File: src/rtl/layer_out_collector.sv
// Buffers one vector of N signed elements, tracks its max/argmax, and holds the result until the downstream side takes it.
// Defining LAYER_OUT_COLLECTOR_RELU_EN clamps each element to max(x,0) before it is stored and compared.
module layer_out_collector #(
  parameter int WIDTH = 16,
  parameter int N     = 8,
  parameter int LOGN  = 3
) (
  input  logic                    clk,
  input  logic                    reset,
  input  logic                    s_valid,
  output logic                    s_ready,
  input  logic signed [WIDTH-1:0] data_in,
  output logic                    m_valid,
  input  logic                    m_ready,
  output logic signed [WIDTH-1:0] max_val,
  output logic [LOGN-1:0]         max_idx,
  input  logic [LOGN-1:0]         rd_addr,
  output logic signed [WIDTH-1:0] rd_data,
  output logic [7:0]              vec_count
);

  typedef enum logic {COLLECT, HOLD} state_t;

  state_t                  state, state_nxt;
  logic [LOGN-1:0]         cnt;
  logic signed [WIDTH-1:0] mem [N];
  logic signed [WIDTH-1:0] elem;
  logic                    xfer, last, handoff, rd_ok;

  always_comb begin
    elem = data_in;
`ifdef LAYER_OUT_COLLECTOR_RELU_EN
    if (data_in[WIDTH-1]) elem = '0;
`endif
  end

  assign last  = (cnt == LOGN'(N - 1));
  // Only matters when N is not a power of two.
  assign rd_ok = ({{(32-LOGN){1'b0}}, rd_addr} < 32'(N));

  always_comb begin
    state_nxt = state;
    s_ready   = 1'b0;
    m_valid   = 1'b0;
    xfer      = 1'b0;
    handoff   = 1'b0;
    case (state)
      COLLECT: begin
        s_ready = 1'b1;
        xfer    = s_valid;
        if (s_valid && last) state_nxt = HOLD;
      end
      HOLD: begin
        m_valid = 1'b1;
        handoff = m_ready;
        if (m_ready) state_nxt = COLLECT;
      end
      default: state_nxt = COLLECT;
    endcase
  end

  always_ff @(posedge clk) begin
    if (reset) begin
      state     <= COLLECT;
      cnt       <= '0;
      max_val   <= '0;
      max_idx   <= '0;
      rd_data   <= '0;
      vec_count <= '0;
    end else begin
      state <= state_nxt;
      if (xfer) begin
        cnt <= last ? '0 : cnt + LOGN'(1);
        // Strict compare keeps the lowest index on ties; element 0 always seeds.
        if (cnt == '0 || elem > max_val) begin
          max_val <= elem;
          max_idx <= cnt;
        end
      end
      if (handoff) vec_count <= vec_count + 8'd1;
      rd_data <= rd_ok ? mem[rd_addr] : '0;
    end
  end

  always_ff @(posedge clk) begin
    if (xfer && !reset) mem[cnt] <= elem;
  end

endmodule

File: config.mk
export PLATFORM = sky130hd
export DESIGN_NAME = layer_out_collector
export DESIGN_NICKNAME = d
export VERILOG_FILES = /design/src/rtl/layer_out_collector.sv
export SDC_FILE = /design/constraint.sdc
export NUM_CORES = 1
export LEC_CHECK = 0
export CAP_MARGIN = 20
export CORE_MARGIN = 3
export CORE_UTILIZATION = 60
export CTS_CLUSTER_DIAMETER = 150
export CTS_CLUSTER_SIZE = 12
export DETAILED_ROUTE_END_ITERATION = 6
export PLACE_DENSITY = 0.9
export SYNTH_ARGS = -nofsm -noshare
export SYNTH_HDL_FRONTEND = slang
export SYNTH_SLANG_ARGS = --single-unit
File: constraint.sdc
create_clock -name clk -period 3.6 [get_ports clk]
set_input_delay 0.72 -clock clk [delete_from_list [all_inputs] [get_ports clk]]
set_output_delay 0.72 -clock clk [all_outputs]
set_load 0.05 [all_outputs]
# == After elaboration in Yosys (flattened, before gate mapping) ==
# Memories as Yosys holds them, arrays and structs flattened. A register that Yosys moved wholly into a read port is not among the register bits.
# Index checks and enable logic that the tools add are counted.
# W data, S select, Z words.
# totals
memories,1
elab_cells,27
reg_bits,31
input_bits,23
ramBits,128
# mem_list
name,words,word_bits,rd,rd_ports_with_merged_regs,wr,line,source
mem,8,16,1,1,1,26,logic signed [WIDTH-1:0] mem [N];
# classes
addsub,2
n_mux,10
n_bitwise,1
n_reduce_logical,6
n_lt_le_gt_ge,1
eq_ne,1
# op_table
cell,count
$gt A16 B16 Y1,1
$add A8 B1 Y8 const B,1
$mux W1,8
$add A3 B1 Y3 const B,1
$eq A3 B3 Y1 const B,1
$logic_not A3 Y1,1
$mux W3,1
$logic_and A1 B1 Y1,2
$pmux W1 S2,1
$reduce_and A2 Y1,1
$logic_not A1 Y1,1
$logic_or A1 B1 Y1,1
$not A1 Y1,1

# == Logic depth before layout (Yosys ltp) ==
# Gate-level depths: netlist of run 1.
# logic_depth
depth_word,4
depth_mapped,10
ltp_nobuf,8

# == Least setup slack after synthesis of run 1 ==
# OpenSTA, ideal clock, no wires.
# synth_timing
kind,reg-to-reg
start,reg state
end,"mem mem[1][0], enable pin"
arrival_ns,2.558
slack_ns,0.633
synth_period_minus_slack_ns,2.967
n_path_buf,0
setup_ns,0.409
path_stages_with_launch,6
path_cell_list,dfxtp_1 -> inv_1 -> nand2_1 -> nor2_1 -> nand2_1 -> nor3_1
# synth_between
elab_chain_len,4
# synth_lines
item,line,source
"start, declared",24,"state_t state, state_nxt;"
"start signal, assigned",71,state <= state_nxt;
$mux W1,47,case (state)
$logic_and A1 B1 Y1,86,if (xfer && !reset) mem[cnt] <= elem;
$mux W1,86,
$mux W1 (implied by the code),86,
"end, declared",26,
# No other way between the ends.

# == Worst setup path in the final report of run 1 ==
# layout_timing
start,in data_in[15]
end,reg max_val[10]
# layout_between
elab_chain_len,3
# layout_lines
item,line,source
"start, declared",12,"input logic signed [WIDTH-1:0] data_in,"
$gt A16 B16 Y1,75,if (cnt == '0 || elem > max_val) begin
$logic_or A1 B1 Y1,75,
$reduce_and A2 Y1 (no source line),-,
"end signal, assigned",76,max_val <= elem;
"end, declared",15,"output logic signed [WIDTH-1:0] max_val,"
# No other way between the ends.
# A chain may end at the register's enable or synchronous reset.

==> flow_summary.toml, run 1 <==
[status]
outcome = "finished clean"

[hold_path]
worstHoldPathType = "reg2reg"

[floorplan]
die_y_um = 114.3
dieArea_um2 = 13060
core_box_area_um2 = 11130
initial_core_util_pct = 63.25
top_level_ports = 68
die_width_um = 114.3
rows = 38

[job]
maxCapViolations = 0

[clock_network]
total_clock_sinks = 175
cts.hold.buffers_added = 0
numCtsBuffers = 17
htree_levels = 4
tritoncts = "built"
post-cts-setup-buffers = 0
root_buffer = "sky130_fd_sc_hd__clkbuf_16"
cts_repair_resize_count = 0
clkTransAtPathRegs_ns = 0.07
worstSkewPairLatency_ns = 0.43
cts-root-to-sink-buffers = 2

[yosys]
synth_commonest_cells = "sky130_fd_sc_hd__edfxtp_1, sky130_fd_sc_hd__dfxtp_1, sky130_fd_sc_hd__nand2b_1"
syn-num-nets = 484
postSynthRegisterBits = 175
synth_largest_area_cell = "sky130_fd_sc_hd__edfxtp_1"
synthesis.area_per_instance_um2 = 15.96
netlist-cell-type-count = 35
yosys_warnings = 0
post_synth_instance_area_um2 = 7037
ys_async_sr_fraction_pct = 0
synth_cells = 441
synthDominantCellAreaShare_pct = 54.62
synth_seq_area_share_pct = 67.99
synth-edff-count = 128
yosys-top-cells-area = "sky130_fd_sc_hd__edfxtp_1, sky130_fd_sc_hd__dfxtp_1, sky130_fd_sc_hd__mux4_2"
postSynth.topFlopCell = "sky130_fd_sc_hd__edfxtp_1"
post-synth-top-count-cell = "sky130_fd_sc_hd__edfxtp_1"

[worst_setup_path]
end_kind = "register"
critPathArrivalTime_ns = 3.39
reg2reg_to = "max_val[10]"
critical_path.max_fanout = 19
max_stage_delay_ns = 0.57
reg2regPathDepth = 9
crit_path_cell_trace = "clkdlybuf4s50_1 > ha_1 > nand4_1 > nor3_1 > nand2_1 > a41oi_1 > and3_1 > buf_4 > mux2i_1"
crit_path_start_kind = "input pin"
cp_data_required_time_ns = 3.95
setup_slack_on_the_worst_flop_to_flop_path_ns = 1.12
reg2reg_from = "max_val[15]"
critPathLaunch = "data_in[15]"
cp-endpoint = "max_val[10]"
timing_worst_setup_path_type = "in2reg"
crit_slowest_cell = "sky130_fd_sc_hd__clkdlybuf4s50_1"

[route]
routed_wirelength_um = 15360
drt_first_iter_violations = 355
avgRoutedWirePerCell_um = 22.59
routed_via_density = 6.085
via_count = 4138
drt_drc_violations_left = 0
drt.antenna.violating_nets = 0
detail_route.first_pass.iterations = 5

[timing]
setup_repair_after_global_routing_missed_its_margin = "no"
highest_attainable_clock_frequency_mhz = 328.8
post-route-period-util_pct = 84.47
timing.setup.tns_ns = 0
slew_headroom_pct = 51.49
final.min_clock_period_ns = 3.041
report.final.slew_viol_count = 0
setup_viol = 0
fin_worst_skew_ns = 0.008516
total_count_of_hold_check_failures_in_the_final_report = 0
tightestPinTransition_ns = 0.7254
worst_hold_margin_ns = 0.4859

[place]
post_detail_place_hpwl_um = 8729
port_buffers = 67
cell_count_post_placement = 648
place_congestion = 0.7850

[power_and_ir_drop]
power_density_nw_per_um2 = 547.2
static_leakage_nw = 3.026
ir_drop_v = 0.0003381

[global_routing]
largest_net_degree_at_the_start_of_global_routing = 67
gr-total-overflow = 0
first_pass_grt_wire_length_um = 23600
grt_antenna_before_repair = 0
grt_usage_pct = 25.14
vias_in_the_first_global_route = 4247

[cells_and_area]
final_nets = 570
area_growth_pct = 21.25
diodes_inserted = 0
final_layout_size_suffix_gt1_share_pct = 16.11
layoutNonFillerInstCount = 680
-- stage by stage --
step           worst slack [ns]  utilization, %  power, W  area (µm²)
6_report                 0.5590           76.69  0.004669        8532
5_1_grt                  0.4559           76.69  0.004806        8532
4_1_cts                  0.5854           76.69  0.004678        8532
3_5_place_dp             0.2170           71.21  0.002801        7923
3_3_place_gp             0.3844           71.21  0.002784        7923
2_1_floorplan            0.6325               -  0.002631        7037
-- per-layer routing --
| layer | vias up | share of wire, % | GRT usage [%] |
|---|---|---|---|
| met5 | - | 0 | 0 |
| met4 | 0 | 2.3 | 9.580 |
| met3 | 34 | 8.9 | 6.712 |
| met2 | 231 | 50 | 40.24 |
| met1 | 2058 | 39 | 33.41 |
| li1 | 1815 | - | - |
-- where the power goes --
part	switching (W)	internal [W]	total [W]
Clock	0.000795	0.00110	0.00190
Sequential	0.0000315	0.00222	0.00225
Combinational	0.000318	0.000205	0.000523
-- worst max-delay path, delay by kind of cell --
family	cells	cell delay, ns
AOI/OAI and AO/OA	1	0.23
adders and majority gates	1	0.44
and+or+nand+nor	4	0.84
buffers and inverters	2	0.88
muxes	1	0.25
-- cells by family after synthesis --
family	count (synthesis)	synth area share, %
AOI/OAI and AO/OA	20	1.885
buffers and inverters	42	2.631
xor gates and xnor gates	6	0.7468
muxes	67	15.22
adders and majority gates	20	3.556
and+or+nand+nor	111	7.966
DFF	175	67.99
-- how the worst min path moves through the flow --
stage / start / slack [ns] / endpoint / cells after the start
4_1_cts: max_idx[2] / 0.49 / max_idx[2] / 2
6_report: max_idx[0] / 0.49 / max_idx[0] / 2
5_1_grt: max_idx[2] / 0.51 / max_idx[2] / 2
2_1_floorplan: cnt[0] / 0.50 / max_idx[0] / 2
3_5_place_dp: max_idx[0] / 0.48 / max_idx[0] / 2
3_3_place_gp: max_idx[2] / 0.46 / max_idx[2] / 2
-- state kept, by name, summed over array words and instances (netlist names) --
| name | count |
|---|---|
| max_idx | 3 |
| mem | 128 |
| max_val | 16 |
| rd_data | 16 |
| state | 1 |
| cnt | 3 |
| vec_count | 8 |
-- area by class of cell --
class                           instances  area, µm²
Sequential cell                       175       4785
Multi-Input combinational cell        224       2077
Tap cell                              140      175.2
Clock inverter                         15      183.9
Inverter                               24      90.09
Clock buffer                           17      425.4
Timing Repair Buffer                   85      795.8
Fill cell                             638       2594
-- cells in the final DEF (no fill, tap or decap), drive strengths merged --
master and count:
o21ai 1, nand2 15, mux2i 35, o221ai 2
buf 20, clkinv 5, nor2b 1, nor2 36
clkinvlp 1, xor2 4, mux4 32, nor3 5
a21oi 11, clkdlybuf4s50 65, a21o 1, or3 1
a41oi 1, nor3b 1, ha 20, nand3 5
dfxtp 47, edfxtp 128, a211oi 1, or4 1
nand2b 40, a31oi 1, bufinv 3, clkbuf 17
o21a 2, nand4 4, or4b 1, and3 1
xnor2 2, inv 30
Power figures use the tool's default switching activity.
==> run 2: changes to the inputs <==
Settings changed: CORE_UTILIZATION 60 to 51, PLACE_DENSITY 0.9 to 0.82.
Clock period 3.6 ns to 2.7 ns, I/O delays scaled along.
==> flow_summary.toml, run 2 (same netlist as run 1, synthesis figures left out) <==
[clock_network]
total_clock_sinks = 175
post-cts-setup-buffers = 0
tritoncts = "built"
root_buffer = "sky130_fd_sc_hd__clkbuf_16"
clkTransAtPathRegs_ns = 0.07
worstSkewPairLatency_ns = 0.42
cts_repair_resize_count = 0
cts-root-to-sink-buffers = 2
numCtsBuffers = 17
htree_levels = 4
cts.hold.buffers_added = 0

[cells_and_area]
regMostFlops = "mem"
reg.largest.list = "mem x128, max_val x16, rd_data x16"
final_nets = 588
diodes_inserted = 0
final_design_area_no_fill_um2 = 8767
finalCoreUtilization_pct = 65.68
largest_register_ff_count = 128
leading_cell_type_in_the_layout_fill_and_taps_excluded = "sky130_fd_sc_hd__edfxtp_1"
mostFrequentLayoutCells = "sky130_fd_sc_hd__edfxtp_1, sky130_fd_sc_hd__clkdlybuf4s50_1, sky130_fd_sc_hd__dfxtp_1"
final_layout_size_suffix_gt1_share_pct = 18.13
area_growth_pct = 24.59

[hold_path]
min-delay-start = "max_idx[2]"
worstHoldPathType = "reg2reg"

[route]
drt.antenna.violating_nets = 0
drt_drc_violations_left = 0
routed_wirelength_um = 14310
avgRoutedWirePerCell_um = 19.52
routed_via_density = 5.454
detail_route.first_pass.iterations = 5
drt_first_iter_violations = 338
via_count = 3998

[global_routing]
grt_usage_pct = 20.65
largest_net_degree_at_the_start_of_global_routing = 67
globalRouteMet3Util_pct = 5.124
gr-total-overflow = 0
first_pass_grt_wire_length_um = 22960
globalRoute.busiestLayer = "met2"
grt.met1_usage_pct = 28.07
grt_antenna_before_repair = 0
vias_in_the_first_global_route = 4225
groute.layer.met2.usage_pct = 32.99

[place]
place_congestion = 0.8497
post_detail_place_hpwl_um = 8970
post_dp_cell_area_um2 = 8215
port_buffers = 67

[floorplan]
rows = 42
dieArea_um2 = 15240
die_width_um = 123.5
die_y_um = 123.5
initial_core_util_pct = 52.72
top_level_ports = 68
core_box_area_um2 = 13350

[worst_setup_path]
critPathLaunch = "data_in[13]"
critical_path.max_fanout = 6
end_kind = "register"
crit_path_start_kind = "input pin"
cp_data_required_time_ns = 3.05
critPathArrivalTime_ns = 2.83
reg2reg_from = "max_val[13]"
timing_worst_setup_path_type = "in2reg"

[timing]
final.min_clock_period_ns = 2.489
setup_viol = 0
tightestPinTransition_ns = 0.6139
slew_headroom_pct = 59.08
report.final.slew_viol_count = 0
post-route-period-util_pct = 92.17
fin_worst_skew_ns = 0.01083
total_count_of_hold_check_failures_in_the_final_report = 0
setup_repair_after_global_routing_missed_its_margin = "no"
highest_attainable_clock_frequency_mhz = 401.8
worst_hold_margin_ns = 0.4844

[power_and_ir_drop]
static_leakage_nw = 3.105
ir_drop_v = 0.0004482
power_density_nw_per_um2 = 686.3

[job]
maxCapViolations = 0

[status]
outcome = "finished clean"
run 2: cell count changes in the layout (fill, tap and decap cells not counted), sizes merged:
| cell | delta |
|---|---|
| clkinvlp | +2 |
| buf | +18 |
| clkbuf | +5 |
| clkinv | -1 |
| inv | -5 |
| bufinv | -2 |
run 2: report_power, final:
| group | internal, W | leakage (nW) | switching [W] |
|---|---|---|---|
| combinational | 0.000312 | 1.30 | 0.000427 |
| clock | 0.00131 | 0.260 | 0.000970 |
| sequential | 0.00295 | 1.54 | 0.0000408 |
run 2: final timing paths:
check | to | slack [ns] | depth (start not counted)
setup / recovery | max_val[11] | 0.21 | 10
hold / removal | max_idx[2] | 0.48 | 2
setup reg to reg | max_val[11] | 0.36 | 10
hold reg to reg | max_idx[2] | 0.48 | 2
run 2: critical path, cell delays in order:
cell                              delay (ns)
sky130_fd_sc_hd__clkdlybuf4s50_1        0.44
sky130_fd_sc_hd__ha_1                   0.31
sky130_fd_sc_hd__buf_4                  0.10
sky130_fd_sc_hd__nand4_1                0.12
sky130_fd_sc_hd__nor3_1                 0.31
sky130_fd_sc_hd__nand2_1                0.14
sky130_fd_sc_hd__a41oi_1                0.22
sky130_fd_sc_hd__and3_1                 0.26
sky130_fd_sc_hd__buf_4                  0.20
sky130_fd_sc_hd__mux2i_1                0.20
run 2: through the flow:
step           std cells  total power [W]  setup TNS [ns]  worst slack (ns)
2_1_floorplan        441         0.003508               0            0.1506
3_3_place_gp         702         0.003766          -2.274           -0.1313
3_5_place_dp         702         0.003787          -2.993           -0.1827
4_1_cts              733         0.006052               0            0.2398
5_1_grt              733         0.006214               0           0.04885
6_report             733         0.006017               0            0.2114
run 2: per-layer routing:
layer | up-vias | wire (µm)
met5 | - | 0
met4 | 0 | 273
met3 | 27 | 892
met2 | 150 | 7142
met1 | 1976 | 5998
li1 | 1845 | -
run 2: cell type report:
class,instances,area [µm²]
Timing Repair Buffer,103,1044
Inverter,24,90.09
Tap cell,176,220.2
Multi-Input combinational cell,224,2077
Clock inverter,9,87.58
Clock buffer,22,464.2
Fill cell,921,4581
Sequential cell,175,4785
